[config.mk]
export PLATFORM = sky130hd
export DESIGN_NAME = wb_sdram_traffic_gen
export DESIGN_NICKNAME = d
export VERILOG_FILES = /design/src/rtl/wb_sdram_traffic_gen.sv
export SDC_FILE = /design/constraint.sdc
export NUM_CORES = 1
export LEC_CHECK = 0
export ABC_AREA = 0
export BUFFER_PORTS_ARGS = -buffer_cell sky130_fd_sc_hd__buf_4
export CORE_UTILIZATION = 45
export DETAILED_ROUTE_END_ITERATION = 12
export GPL_TIMING_DRIVEN = 0
export HOLD_SLACK_MARGIN = 0.03
export PLACE_DENSITY = 0.64
export SKIP_LAST_GASP = 1
export SYNTH_ARGS = -nofsm -noshare
export SYNTH_HDL_FRONTEND = slang
export SYNTH_SLANG_ARGS = --single-unit
[constraint.sdc]
create_clock -name sys_clk -period 6.5 [get_ports sys_clk]
set_input_delay 1.3 -clock sys_clk [delete_from_list [all_inputs] [get_ports sys_clk]]
set_output_delay 1.3 -clock sys_clk [all_outputs]
set_load 0.005 [all_outputs]
[src/rtl/wb_sdram_traffic_gen.sv]
// wb_sdram_traffic_gen: self-checking Wishbone traffic generator for the SDRAM controller.
// A run writes cfg_num_bursts incrementing bursts from cfg_base_addr, then reads them back
// and compares each beat against the regenerated pattern under the cfg_sel byte mask.
//
// Ports:
//   sys_clk, sys_resetn       clock, synchronous active-low reset
//   start                     one-cycle launch pulse (ignored while busy)
//   cfg_base_addr/num_bursts/burst_len/sel   run configuration, latched on start
//   sdr_init_done             controller ready; first burst waits for it
//   wb_*                      Wishbone master port (cyc/stb/we/addr/dat/sel/cti out, ack/dat in)
//   busy, done, pass, timeout run status
//   err_count, first_err_addr mismatch statistics
//
// Optional build macro WB_TGEN_LFSR_EN: pattern is a Galois LFSR instead of a counter.
module wb_sdram_traffic_gen #(
    parameter int unsigned dw        = 32,
    parameter int unsigned APP_AW    = 26,
    parameter int unsigned BURST_MAX = 8,
    parameter logic [31:0] PAT_SEED  = 32'h1,
    parameter int unsigned TIMEOUT   = 1024
) (
    input  logic              sys_clk,
    input  logic              sys_resetn,
    input  logic              start,
    input  logic [APP_AW-1:0] cfg_base_addr,
    input  logic [15:0]       cfg_num_bursts,
    input  logic [4:0]        cfg_burst_len,
    input  logic [dw/8-1:0]   cfg_sel,
    input  logic              sdr_init_done,
    output logic              wb_cyc_o,
    output logic              wb_stb_o,
    output logic              wb_we_o,
    output logic [APP_AW-1:0] wb_addr_o,
    output logic [dw-1:0]     wb_dat_o,
    output logic [dw/8-1:0]   wb_sel_o,
    output logic [2:0]        wb_cti_o,
    input  logic              wb_ack_i,
    input  logic [dw-1:0]     wb_dat_i,
    output logic              busy,
    output logic              done,
    output logic              pass,
    output logic              timeout,
    output logic [15:0]       err_count,
    output logic [APP_AW-1:0] first_err_addr
);

    localparam int unsigned SW = dw / 8;
    localparam int unsigned TW = $clog2(TIMEOUT + 1);
    localparam logic [APP_AW-1:0] ADDR_STEP = APP_AW'(SW);
    localparam logic [APP_AW-1:0] BASE_MASK = ~APP_AW'(SW - 1);

`ifdef WB_TGEN_LFSR_EN
    localparam logic [31:0]   TAPS32 = (dw == 8)  ? 32'h0000_00B8 :
                                       (dw == 16) ? 32'h0000_B400 : 32'h8020_0003;
    localparam logic [dw-1:0] TAPS   = dw'(TAPS32);
    localparam logic [dw-1:0] SEED   = (dw'(PAT_SEED) == '0) ? dw'(1) : dw'(PAT_SEED);
`else
    localparam logic [dw-1:0] SEED   = dw'(PAT_SEED);
`endif

    typedef enum logic [2:0] {IDLE, WAIT_INIT, WR, WR_GAP, RD, RD_GAP, FIN} state_t;

    state_t            state_q, state_d;
    logic              cyc_q, cyc_d, we_q, we_d;
    logic [APP_AW-1:0] addr_q, addr_d, base_q, base_d, ferr_q, ferr_d;
    logic [dw-1:0]     dat_q, dat_d, pat_q, pat_d;
    logic [SW-1:0]     sel_q, sel_d, msel_q, msel_d;
    logic [2:0]        cti_q, cti_d;
    logic              busy_q, busy_d, done_q, done_d, pass_q, pass_d, tmo_q, tmo_d;
    logic [15:0]       err_q, err_d, nb_q, nb_d, bcnt_q, bcnt_d;
    logic [4:0]        blen_q, blen_d, beat_q, beat_d;
    logic [TW-1:0]     to_q, to_d;
    logic [dw-1:0]     lane_mask;
    logic              ack, last_beat, mismatch;
    logic [4:0]        beat_nx;

    // Next pattern value after an acked beat.
    function automatic logic [dw-1:0] pat_next(input logic [dw-1:0] p);
`ifdef WB_TGEN_LFSR_EN
        return p[0] ? ((p >> 1) ^ TAPS) : (p >> 1);
`else
        return p + dw'(1);
`endif
    endfunction

    // Cycle type for beat index b of a burst of length len.
    function automatic logic [2:0] cti_for(input logic [4:0] b, input logic [4:0] len);
        if (len == 5'd1)         return 3'b000;
        if (b == len - 5'd1)     return 3'b111;
        return 3'b010;
    endfunction

    // Expand byte selects into a bit mask for the read compare.
    always_comb begin
        lane_mask = '0;
        for (int i = 0; i < int'(SW); i++) lane_mask[8*i +: 8] = {8{msel_q[i]}};
    end

    // Next-state and datapath update.
    always_comb begin
        state_d = state_q; cyc_d = cyc_q; we_d = we_q; addr_d = addr_q; base_d = base_q;
        ferr_d = ferr_q; dat_d = dat_q; pat_d = pat_q; sel_d = sel_q; msel_d = msel_q;
        cti_d = cti_q; busy_d = busy_q; done_d = done_q; pass_d = pass_q; tmo_d = tmo_q;
        err_d = err_q; nb_d = nb_q; bcnt_d = bcnt_q; blen_d = blen_q; beat_d = beat_q;
        to_d = '0;
        ack       = wb_ack_i && cyc_q;
        last_beat = (beat_q == blen_q - 5'd1);
        beat_nx   = beat_q + 5'd1;
        mismatch  = |((wb_dat_i ^ pat_q) & lane_mask);

        case (state_q)
            IDLE: begin
                if (start) begin
                    done_d = 1'b0; pass_d = 1'b0; tmo_d = 1'b0; err_d = '0; ferr_d = '0;
                    busy_d = 1'b1;
                    base_d = cfg_base_addr & BASE_MASK;
                    addr_d = cfg_base_addr & BASE_MASK;
                    nb_d   = cfg_num_bursts;
                    msel_d = cfg_sel;
                    pat_d  = SEED;
                    bcnt_d = '0;
                    beat_d = '0;
                    if (cfg_burst_len == 5'd0)                blen_d = 5'd1;
                    else if (cfg_burst_len > 5'(BURST_MAX))   blen_d = 5'(BURST_MAX);
                    else                                      blen_d = cfg_burst_len;
                    state_d = (cfg_num_bursts == 16'd0) ? FIN : WAIT_INIT;
                end
            end
            WAIT_INIT: begin
                if (sdr_init_done) begin
                    state_d = WR; cyc_d = 1'b1; we_d = 1'b1; dat_d = pat_q;
                    sel_d = msel_q; cti_d = cti_for(5'd0, blen_q);
                end
            end
            WR, RD: begin
                if (ack) begin
                    addr_d = addr_q + ADDR_STEP;
                    pat_d  = pat_next(pat_q);
                    if (state_q == RD && mismatch) begin
                        if (err_q == 16'd0)      ferr_d = addr_q;
                        if (err_q != 16'hFFFF)   err_d  = err_q + 16'd1;
                    end
                    if (last_beat) begin
                        cyc_d   = 1'b0;
                        beat_d  = '0;
                        bcnt_d  = bcnt_q + 16'd1;
                        state_d = (state_q == WR) ? WR_GAP : RD_GAP;
                    end else begin
                        beat_d = beat_nx;
                        cti_d  = cti_for(beat_nx, blen_q);
                        if (state_q == WR) dat_d = pat_next(pat_q);
                    end
                end else if (to_q == TW'(TIMEOUT - 1)) begin
                    cyc_d = 1'b0; tmo_d = 1'b1; state_d = FIN;
                end else begin
                    to_d = to_q + TW'(1);
                end
            end
            WR_GAP: begin
                cyc_d = 1'b1;
                cti_d = cti_for(5'd0, blen_q);
                if (bcnt_q == nb_q) begin
                    // Write phase complete: replay address and pattern for the read-back.
                    state_d = RD; bcnt_d = '0; addr_d = base_q; pat_d = SEED;
                    we_d = 1'b0; dat_d = '0;
                end else begin
                    state_d = WR; dat_d = pat_q;
                end
            end
            RD_GAP: begin
                if (bcnt_q == nb_q) begin
                    state_d = FIN;
                end else begin
                    state_d = RD; cyc_d = 1'b1; cti_d = cti_for(5'd0, blen_q);
                end
            end
            FIN: begin
                busy_d = 1'b0; done_d = 1'b1;
                pass_d = (err_q == 16'd0) && !tmo_q;
                cyc_d = 1'b0; we_d = 1'b0; addr_d = '0; dat_d = '0; sel_d = '0; cti_d = '0;
                state_d = IDLE;
            end
            default: state_d = IDLE;
        endcase
    end

    // State and datapath registers.
    always_ff @(posedge sys_clk) begin
        if (!sys_resetn) begin
            state_q <= IDLE; cyc_q <= 1'b0; we_q <= 1'b0; addr_q <= '0; base_q <= '0;
            ferr_q <= '0; dat_q <= '0; pat_q <= '0; sel_q <= '0; msel_q <= '0; cti_q <= '0;
            busy_q <= 1'b0; done_q <= 1'b0; pass_q <= 1'b0; tmo_q <= 1'b0; err_q <= '0;
            nb_q <= '0; bcnt_q <= '0; blen_q <= '0; beat_q <= '0; to_q <= '0;
        end else begin
            state_q <= state_d; cyc_q <= cyc_d; we_q <= we_d; addr_q <= addr_d; base_q <= base_d;
            ferr_q <= ferr_d; dat_q <= dat_d; pat_q <= pat_d; sel_q <= sel_d; msel_q <= msel_d;
            cti_q <= cti_d; busy_q <= busy_d; done_q <= done_d; pass_q <= pass_d; tmo_q <= tmo_d;
            err_q <= err_d; nb_q <= nb_d; bcnt_q <= bcnt_d; blen_q <= blen_d; beat_q <= beat_d;
            to_q <= to_d;
        end
    end

    assign wb_cyc_o       = cyc_q;
    assign wb_stb_o       = cyc_q;
    assign wb_we_o        = we_q;
    assign wb_addr_o      = addr_q;
    assign wb_dat_o       = dat_q;
    assign wb_sel_o       = sel_q;
    assign wb_cti_o       = cti_q;
    assign busy           = busy_q;
    assign done           = done_q;
    assign pass           = pass_q;
    assign timeout        = tmo_q;
    assign err_count      = err_q;
    assign first_err_addr = ferr_q;

endmodule

# == After elaboration in Yosys (flattened, before gate mapping) ==
# Cells that the tools add are included.
# word_totals
ff_bits,229
out_inout_bits,114
elab_cells,196
inputBits,88
# op_classes
magnitude_cmp,1
n_mux,101
n_bitwise,4
n_eq_ne,27
n_reduce_logical,35
addsub,7
# ops
cell,count
2-to-1 mux 32 bit,8
2-to-1 mux 26 bit,7
case mux 32 bit (4 select lines),1
2-to-1 mux 16 bit,7
case mux 26 bit (4 select lines),1
case mux 32 bit (3 select lines),1
2-to-1 mux 3 bit,23
case mux 26 bit (2 select lines),1
case mux 16 bit (3 select lines),1
2-to-1 mux 1 bit,33
"adder 16 x 1 -> 16 bit, second input constant",2
"adder 32 x 1 -> 32 bit, second input constant",1
bitwise AND 32 bit,1
zero test 16 bit,2
case mux 16 bit (2 select lines),1
OR reduction 32 bit,1
bitwise XOR 32 bit,1
case mux 3 bit (5 select lines),2
AND reduction 5 bit,6
"adder 26 x 3 -> 26 bit, second input constant",1
"inequality test 2 bit, second input constant",13
2-to-1 mux 5 bit,5
equality test 16 bit,1
"inequality test 16 bit, second input constant",1
32 further kinds,54

# == Depth between registers and ports, before layout ==
# Gate-level depths: netlist of run 1.
# logic_depth
ltp_word,14
ltp_mapped,10
ltp_nobuf,9

# == Worst setup path after synthesis of run 1 ==
# No wires, ideal clock.
# synth_path
path_kind,input -> register
from,input port wb_ack_i
to,register ferr_q[10] (netlist: first_err_addr[10])
stages,8
slack_ns,3.536
arrival_time_ns,2.893
t_required_ns,6.428
path_cell_list,and2_1 buf_2 mux2i_1 nand2b_1 clkbuf_1 a211oi_2 buf_2 mux2i_1
# synth_between
elab_chain_len,3
# synth_lines
element,line,text
start: declaration,37,"input logic wb_ack_i,"
logical AND 1 bit,106,ack = wb_ack_i && cyc_q;
inequality test 2 bit (no line),--,
AND reduction 5 bit (no line),--,
end signal: assignment,196,ferr_q <= ferr_d; dat_q <= dat_d; pat_q <= pat_d; sel_q <= sel_d; msel_q <= msel_d;
end: declaration,65,"logic [APP_AW-1:0] addr_q, addr_d, base_q, base_d, ferr_q, ferr_d;"
# No other way between the ends.
# A chain may end at the register's enable or synchronous reset.

# == Worst setup path after layout of run 1 ==
# layout_path
from,register state_q[2]
to,register pat_q[11]
# layout_between
elab_chain_len,4
elab_cells_between_ends,11
cone_classes,eq/ne (6); mux (1); reduce/logical (4)
# layout_lines
element,line,text
start: declaration,63,"state_t state_q, state_d;"
start signal: assignment,195,state_q <= state_d; cyc_q <= cyc_d; we_q <= we_d; addr_q <= addr_d; base_q <= base_d;
equality test 3 bit / equality test 3 x 2 -> 1 bit (equally long branches),111,case (state_q)
OR reduction 2 bit,111,
inequality test 2 bit (no line) / nonzero test 3 bit (equally long branches),--,
AND reduction 4 bit (no line),--,
end signal: assignment,196,
end: declaration,66,"logic [dw-1:0] dat_q, dat_d, pat_q, pat_d;"
# Several ways; a longest one is shown, not always the timed one.

==> out/results.txt, run 1 <==
outcome: finished, final reports clean
Net Switching: 2.396 mW
Slew headroom: 39.55%
fin crit share: 55.56%
wire length per cell: 19.97 µm
CP max stage cell: clkbuf_1
R2R Setup Slk: 2.89 ns
R2R Path End: pat_q[11]$_SDFFE_PN0P_
Clock Power Share: 26.1%
grt ovf: 0
end of the worst hold path: to_q[10]$_SDFF_PP0_
library cells used by synthesis: 75
post-CTS setup-driven buffer insertion count: 0
layout cells sized above 1: 15.75%
Critical Path Source Type: register
Synthesis Warnings: 0
asr flop ratio synth: 0%
CTS tree: done
Crit Path Max Fanout: 10
htree depth: 1
Top cell by count, worst path: clkbuf_1
Seq/Total Area, Yosys: 37.50%
Comb pwr share: 42.0%
global-route wire length before repair: 64920 µm
synthesized area: 11960 µm²
initial DRC count: 1377
drt total wl: 42830 µm
clk slew on worst S/H paths: 0.07 ns
hold violation count in the final report: 0
hold path depth: 2
commonest non-fill, non-tap cells in the layout: nand2_1, dfxtp_1, buf_4, a21oi_1, nor2_1
layout overhead on the synthesized area: 22.87%
DR vias/cell: 5.838
Initial Utilization: 45.89%
largest net degree at the start of global routing: 13
Worst VDD drop: 0.2656 mV
commonest non-fill, non-tap cell in the layout: nand2_1
crit end category: register
Synth Instances: 1568
initial antenna violation count: 0
Hold Crit Start: to_q[10]$_SDFF_PP0_
routed vias: 12520
Inst Count DP: 2100
first drt pass iteration count: 6
r2r startpoint: state_q[2]$_SDFFE_PN0P_
endpoints failing setup: 0
cell chain of the critical path: buf_2 > xor2_1 > and2_1 > clkbuf_1 > clkbuf_1 > buf_1 > a21oi_1 > o32ai_1
DP HPWL: 31800 µm
Critical Path AT: 4.05 ns
gr usage total: 31.01%
Slew @ Worst Pin: 0.9067 ns
post_cts resized: 0
CTS Buffer Depth: 3
CTS Hold Buffers Added: 0
max cap viols: 0
Static Leak: 5.331 nW
CORE AREA: 26060 µm²
ANT nets after route: 0
switch share: 42.46%
vias in the first global route: 11510
Final nets: 1891
Pwr per Cell Area: 384.0 nW/µm²
skew final: 0.01635 ns
DIE HEIGHT: 165.0 µm
Internal Power: 3.247 mW
I/O Pins: 202
Synth Flop Type: dfxtp_1
post-layout min period: 3.611 ns
max-slew violation count: 0
critical path's largest stage delay: 0.75 ns
CTS Sinks: 224
# fillers: 2509
R2R depth: 8
DRC: 0
Clk Latency, worst-skew pair: 0.54 ns
setup TNS: 0 ns
Port Buf Inserts: 194
Reg power frac: 31.8%
Die X: 165.0 µm
Core Rows: 59
TritonCTS Buffers: 26
Critical Path RT: 6.94 ns
Hold WC Path Type: reg2reg
syn avg cell area: 7.627 µm²
Yosys reg bits: 224
die area: 27230 µm²
final hold slack: 0.4422 ns
Routability Congestion: 0.9496
fmax: 0.2769 GHz
CTS root buf: clkbuf_16
non-filler cells, final: 2145
crit path kind: reg2reg
number of synthesized flops with an enable pin: 0
Antenna diodes: 0
RSZ-0062 raised after global routing: no
## logic make-up (layout without fill, tap and decap cells)
kind of cell,after synthesis,in the layout,share of synthesized area (%)
and+or+nand+nor,650,650,26.42
AOI/OAI and AO/OA,406,406,19.69
DFF,224,224,37.50
buffers and inverters,142,381,4.896
xor gates and xnor gates,98,98,7.303
muxes,37,37,3.118
adders and majority gates,10,10,1.046
other,1,4,0.03136
## worst max-delay path, delay by kind of cell, from the launching register on
| kind | cells | cell delay, ns |
|---|---|---|
| XOR/XNOR | 1 | 0.40 |
| buffers and inverters | 4 | 2.14 |
| AND/OR/NAND/NOR | 1 | 0.29 |
| flip-flops | 1 | 0.31 |
| AO/OA/AOI/OAI | 2 | 0.36 |
## how the worst max path moves through the flow
stage / startpoint / endpoint / slack, ns / cells after the start
after floorplan: wb_ack_i / first_err_addr[10]$_SDFFE_PN0P_ / 3.54 / 8
after global routing: state_q[2]$_SDFFE_PN0P_ / pat_q[11]$_SDFFE_PN0P_ / 2.83 / 8
after CTS: state_q[2]$_SDFFE_PN0P_ / pat_q[11]$_SDFFE_PN0P_ / 3.00 / 8
after global placement: wb_ack_i / first_err_addr[4]$_SDFFE_PN0P_ / 2.88 / 9
after detailed placement: wb_ack_i / first_err_addr[11]$_SDFFE_PN0P_ / 2.82 / 9
final: state_q[2]$_SDFFE_PN0P_ / pat_q[11]$_SDFFE_PN0P_ / 2.89 / 8
## flip-flops by register name, indices dropped and copies added (netlist names)
register        cells
blen_q              5
err_count          16
done                1
nb_q               16
wb_we_o             1
wb_cyc_o            1
pass                1
msel_q              4
wb_sel_o            4
wb_cti_o            2
base_q             24
bcnt_q             16
pat_q              32
first_err_addr     24
beat_q              5
wb_dat_o           32
state_q             3
timeout             1
busy                1
to_q               11
wb_addr_o          24
## per-layer routing
metal,GRT usage (%),routed length (µm),vias to the layer above
li1,-,-,6002
met2,49.33,19170,566
met3,4.119,3722,98
met1,43.21,18600,5857
met5,0,0,-
met4,9.633,1342,0
## Yosys cell counts (13+ instances only)
cell	instances	area share, %
nand2_1	248	7.8
dfxtp_1	224	37
a21oi_1	168	7.0
nor2_1	121	3.8
o21ai_0	117	4.9
clkbuf_1	95	3.0
xnor2_1	82	6.0
nand3_1	65	2.7
nand4_1	42	2.2
mux2i_1	35	2.9
nor3_1	30	1.3
or3_1	30	1.6
a31oi_1	26	1.4
o211ai_1	22	1.4
buf_2	18	0.75
nor4_1	16	0.84
and4_1	15	1.1
inv_1	15	0.47
and3_1	14	0.73
xor2_1	14	1.0
and2_1	13	0.68
## area by class of cell
class	instances	area [µm²]	area share, %
flip-flops and latches	224	4484	30.52
repair buffers	194	1456	9.911
clock buffers	39	790.8	5.381
well taps	335	419.2	2.853
clock inverters	6	57.56	0.3917
inverters	16	60.06	0.4087
plain buffers	126	525.5	3.576
multi-input cells	1205	6900	46.96
## metrics by stage
step	setup slack [ns]	instance area [µm²]	power [mW]	utilization (%)
3_3_place_gp	2.881	13850	4.117	53.13
5_1_grt	2.827	14690	5.928	56.39
4_1_cts	3.001	14690	5.592	56.39
6_report	2.889	14690	5.643	56.39
3_5_place_dp	2.822	13850	4.128	53.13
2_1_floorplan	3.536	11970	3.182	-
## power by group through the flow
| stage | registers, mW | clock network, mW | logic [mW] |
|---|---|---|---|
| after floorplan | 1.75 | 0 | 1.43 |
| after global placement | 1.82 | 0 | 2.30 |
| after detailed placement | 1.82 | 0 | 2.31 |
| after CTS | 1.79 | 1.48 | 2.32 |
| after global routing | 1.82 | 1.54 | 2.57 |
| final | 1.80 | 1.47 | 2.37 |
Power figures use the tool's default switching activity.
==> inputs of run 2 (changes only) <==
PLACE_DENSITY = 0.67   (was 0.64)
clock period = 3.3 ns   (was 6.5 ns; I/O delays follow)
==> run 2 against run 1 <==
  * Non-clock buffer count unchanged
  * First-iteration DRC count decreased by 13%
  * Flip-flop and latch count unchanged
  * Clock skew shrank 0.00065 ns
  * Largest power group unchanged
  * Largest cell class unchanged
  * Critical path type unchanged
  * Power increased by 95%
==> out/results.txt, run 2 (same netlist as run 1, synthesis figures left out) <==
endpoints failing setup: 0 (unchanged)
fmax: 0.3260 GHz (was 0.2769 GHz)
CTS Sinks: 224 (unchanged)
TritonCTS Buffers: 25 (was 26)
Critical Path RT: 3.70 ns (was 6.94 ns)
# fillers: 2538 (was 2509)
layout overhead on the synthesized area: 22.66% (was 22.87%)
RSZ-0062 raised after global routing: no (unchanged)
clk slew on worst S/H paths: 0.06 ns (was 0.07 ns)
area of the multi-input gates: 6900 µm² (unchanged)
Antenna diodes: 0 (unchanged)
ANT nets after route: 0 (unchanged)
Slew headroom: 43.12% (was 39.55%)
die area: 27230 µm² (unchanged)
post-layout min period: 3.067 ns (was 3.611 ns)
critical path's largest stage delay: 0.47 ns (was 0.75 ns)
fin worst setup slack: 0.2327 ns (was 2.889 ns)
htree depth: 1 (unchanged)
CTS tree: done (unchanged)
routed vias: 12640 (was 12520)
Inst Count DP: 2100 (unchanged)
Critical Path AT: 3.46 ns (was 4.05 ns)
Critical Path Source Type: register (unchanged)
initial DRC count: 1194 (was 1377)
Clk Latency, worst-skew pair: 0.53 ns (was 0.54 ns)
non-filler cells, final: 2144 (was 2145)
global-route wire length before repair: 64340 µm (was 64920 µm)
Hold WC Path Type: in2reg (was reg2reg)
CORE AREA: 26060 µm² (unchanged)
crit path kind: reg2reg (unchanged)
Core Rows: 59 (unchanged)
DP HPWL: 31510 µm (was 31800 µm)
post-CTS setup-driven buffer insertion count: 0 (unchanged)
DR vias/cell: 5.894 (was 5.838)
FF/Latch Area: 4484 µm² (unchanged)
vias in the first global route: 11500 (was 11510)
Tot Pwr: 10.99 mW (was 5.643 mW)
commonest non-fill, non-tap cell in the layout: nand2_1 (unchanged)
Crit Path Max Fanout: 10 (unchanged)
Worst VDD drop: 0.4602 mV (was 0.2656 mV)
crit end category: register (unchanged)
commonest non-fill, non-tap cells in the layout: nand2_1, dfxtp_1, buf_4, a21oi_1, nor2_1 (unchanged)
Pwr per Cell Area: 749.2 nW/µm² (was 384.0 nW/µm²)
max-slew violation count: 0 (unchanged)
largest net degree at the start of global routing: 13 (unchanged)
Slew @ Worst Pin: 0.8532 ns (was 0.9067 ns)
outcome: finished, final reports clean (unchanged)
DRC: 0 (unchanged)
Post-DP Area: 13850 µm² (unchanged)
pre-CTS setup slack: -0.1170 ns (was 2.822 ns)
fin crit share: 92.95% (was 55.56%)
DIE HEIGHT: 165.0 µm (unchanged)
drt total wl: 42050 µm (was 42830 µm)
I/O Pins: 202 (unchanged)
Static Leak: 5.328 nW (was 5.331 nW)
Final Cell Area: 14670 µm² (was 14690 µm²)
layout cells sized above 1: 15.81% (was 15.75%)
Die X: 165.0 µm (unchanged)
grt ovf: 0 (unchanged)
hold violation count in the final report: 0 (unchanged)
CP max stage cell: dfxtp_1 (was clkbuf_1)
skew final: 0.01570 ns (was 0.01635 ns)
max cap viols: 0 (unchanged)
Initial Utilization: 45.89% (unchanged)
Port Buf Inserts: 194 (unchanged)
gr usage total: 30.59% (was 31.01%)
CTS root buf: clkbuf_16 (unchanged)
final hold slack: 0.3837 ns (was 0.4422 ns)
CTS Buffer Depth: 3 (unchanged)
initial antenna violation count: 0 (unchanged)
first drt pass iteration count: 6 (unchanged)
wire length per cell: 19.61 µm (was 19.97 µm)
cell chain of the critical path: inv_1 > ha_1 > and3b_1 > o21ai_1 > a311oi_4 > nand2b_1 > a21oi_1 > buf_2 > buf_2 > a21oi_1 (was buf_2 > xor2_1 > and2_1 > clkbuf_1 > clkbuf_1 > buf_1 > a21oi_1 > o32ai_1)
Routability Congestion: 0.9478 (was 0.9496)
Final nets: 1890 (was 1891)
CTS Hold Buffers Added: 0 (unchanged)
-- run 2: layer usage --
| metal | vias up | part of all wire [%] | global-route usage [%] |
|---|---|---|---|
| li1 | 6012 | - | - |
| met1 | 5953 | 44 | 42.99 |
| met2 | 582 | 45 | 48.14 |
| met3 | 89 | 8.5 | 3.968 |
| met4 | 0 | 3.0 | 9.883 |
| met5 | - | 0 | 0 |
-- run 2: report_power, final --
group          internal, mW  switching (mW)  leakage (nW)  total [mW]
Clock                  1.68            1.13         0.409        2.80
Combinational          1.58            3.06          3.10        4.64
Sequential             3.10           0.445          1.82        3.55
Total                  6.36            4.63          5.33        11.0
-- run 2: what timing repair did --
item / 4_1_cts / 5_1_grt
pin swaps: 0 / 0
endpoints found under the setup margin: 18 / 5
resized for setup: 1 / 2
-- run 2: worst paths after layout --
path	slack, ns	endpoint	cells after the start	startpoint
worst max-delay path	0.23	wb_dat_o[25]$_SDFFE_PN0P_	10	blen_q[0]$_SDFFE_PN0P_
worst min-delay path	0.38	msel_q[1]$_SDFFE_PN0P_	3	cfg_sel[1]
worst max register to register	0.23	wb_dat_o[25]$_SDFFE_PN0P_	10	blen_q[0]$_SDFFE_PN0P_
worst min register to register	0.46	to_q[10]$_SDFF_PP0_	2	to_q[10]$_SDFF_PP0_
-- run 2: critical path: cells and delay by family (launching register included) --
kind,cells,cell delay (ns)
buffers and inverters,3,0.78
AND/OR/NAND/NOR,2,0.45
AO/OA/AOI/OAI,4,0.94
adder cells (fa/ha/maj),1,0.29
flip-flops,1,0.47
-- run 2: per-stage QoR --
step                      util, %  setup TNS [ns]
final                       56.29               0
after global routing        56.29               0
after CTS                   56.29               0
after detailed placement    53.13         -0.8696
after global placement      53.13          -1.033
after floorplan                 -               0
-- run 2: final cells by class --
cell class / count / area share (%)
Clock inverter: 8 / 0.6397
Buffer: 126 / 3.599
Tap cell: 335 / 2.857
Inverter: 16 / 0.4094
Multi-Input combinational cell: 1205 / 47.04
Clock buffer: 36 / 4.956
Sequential cell: 224 / 30.57
Timing Repair Buffer: 194 / 9.928
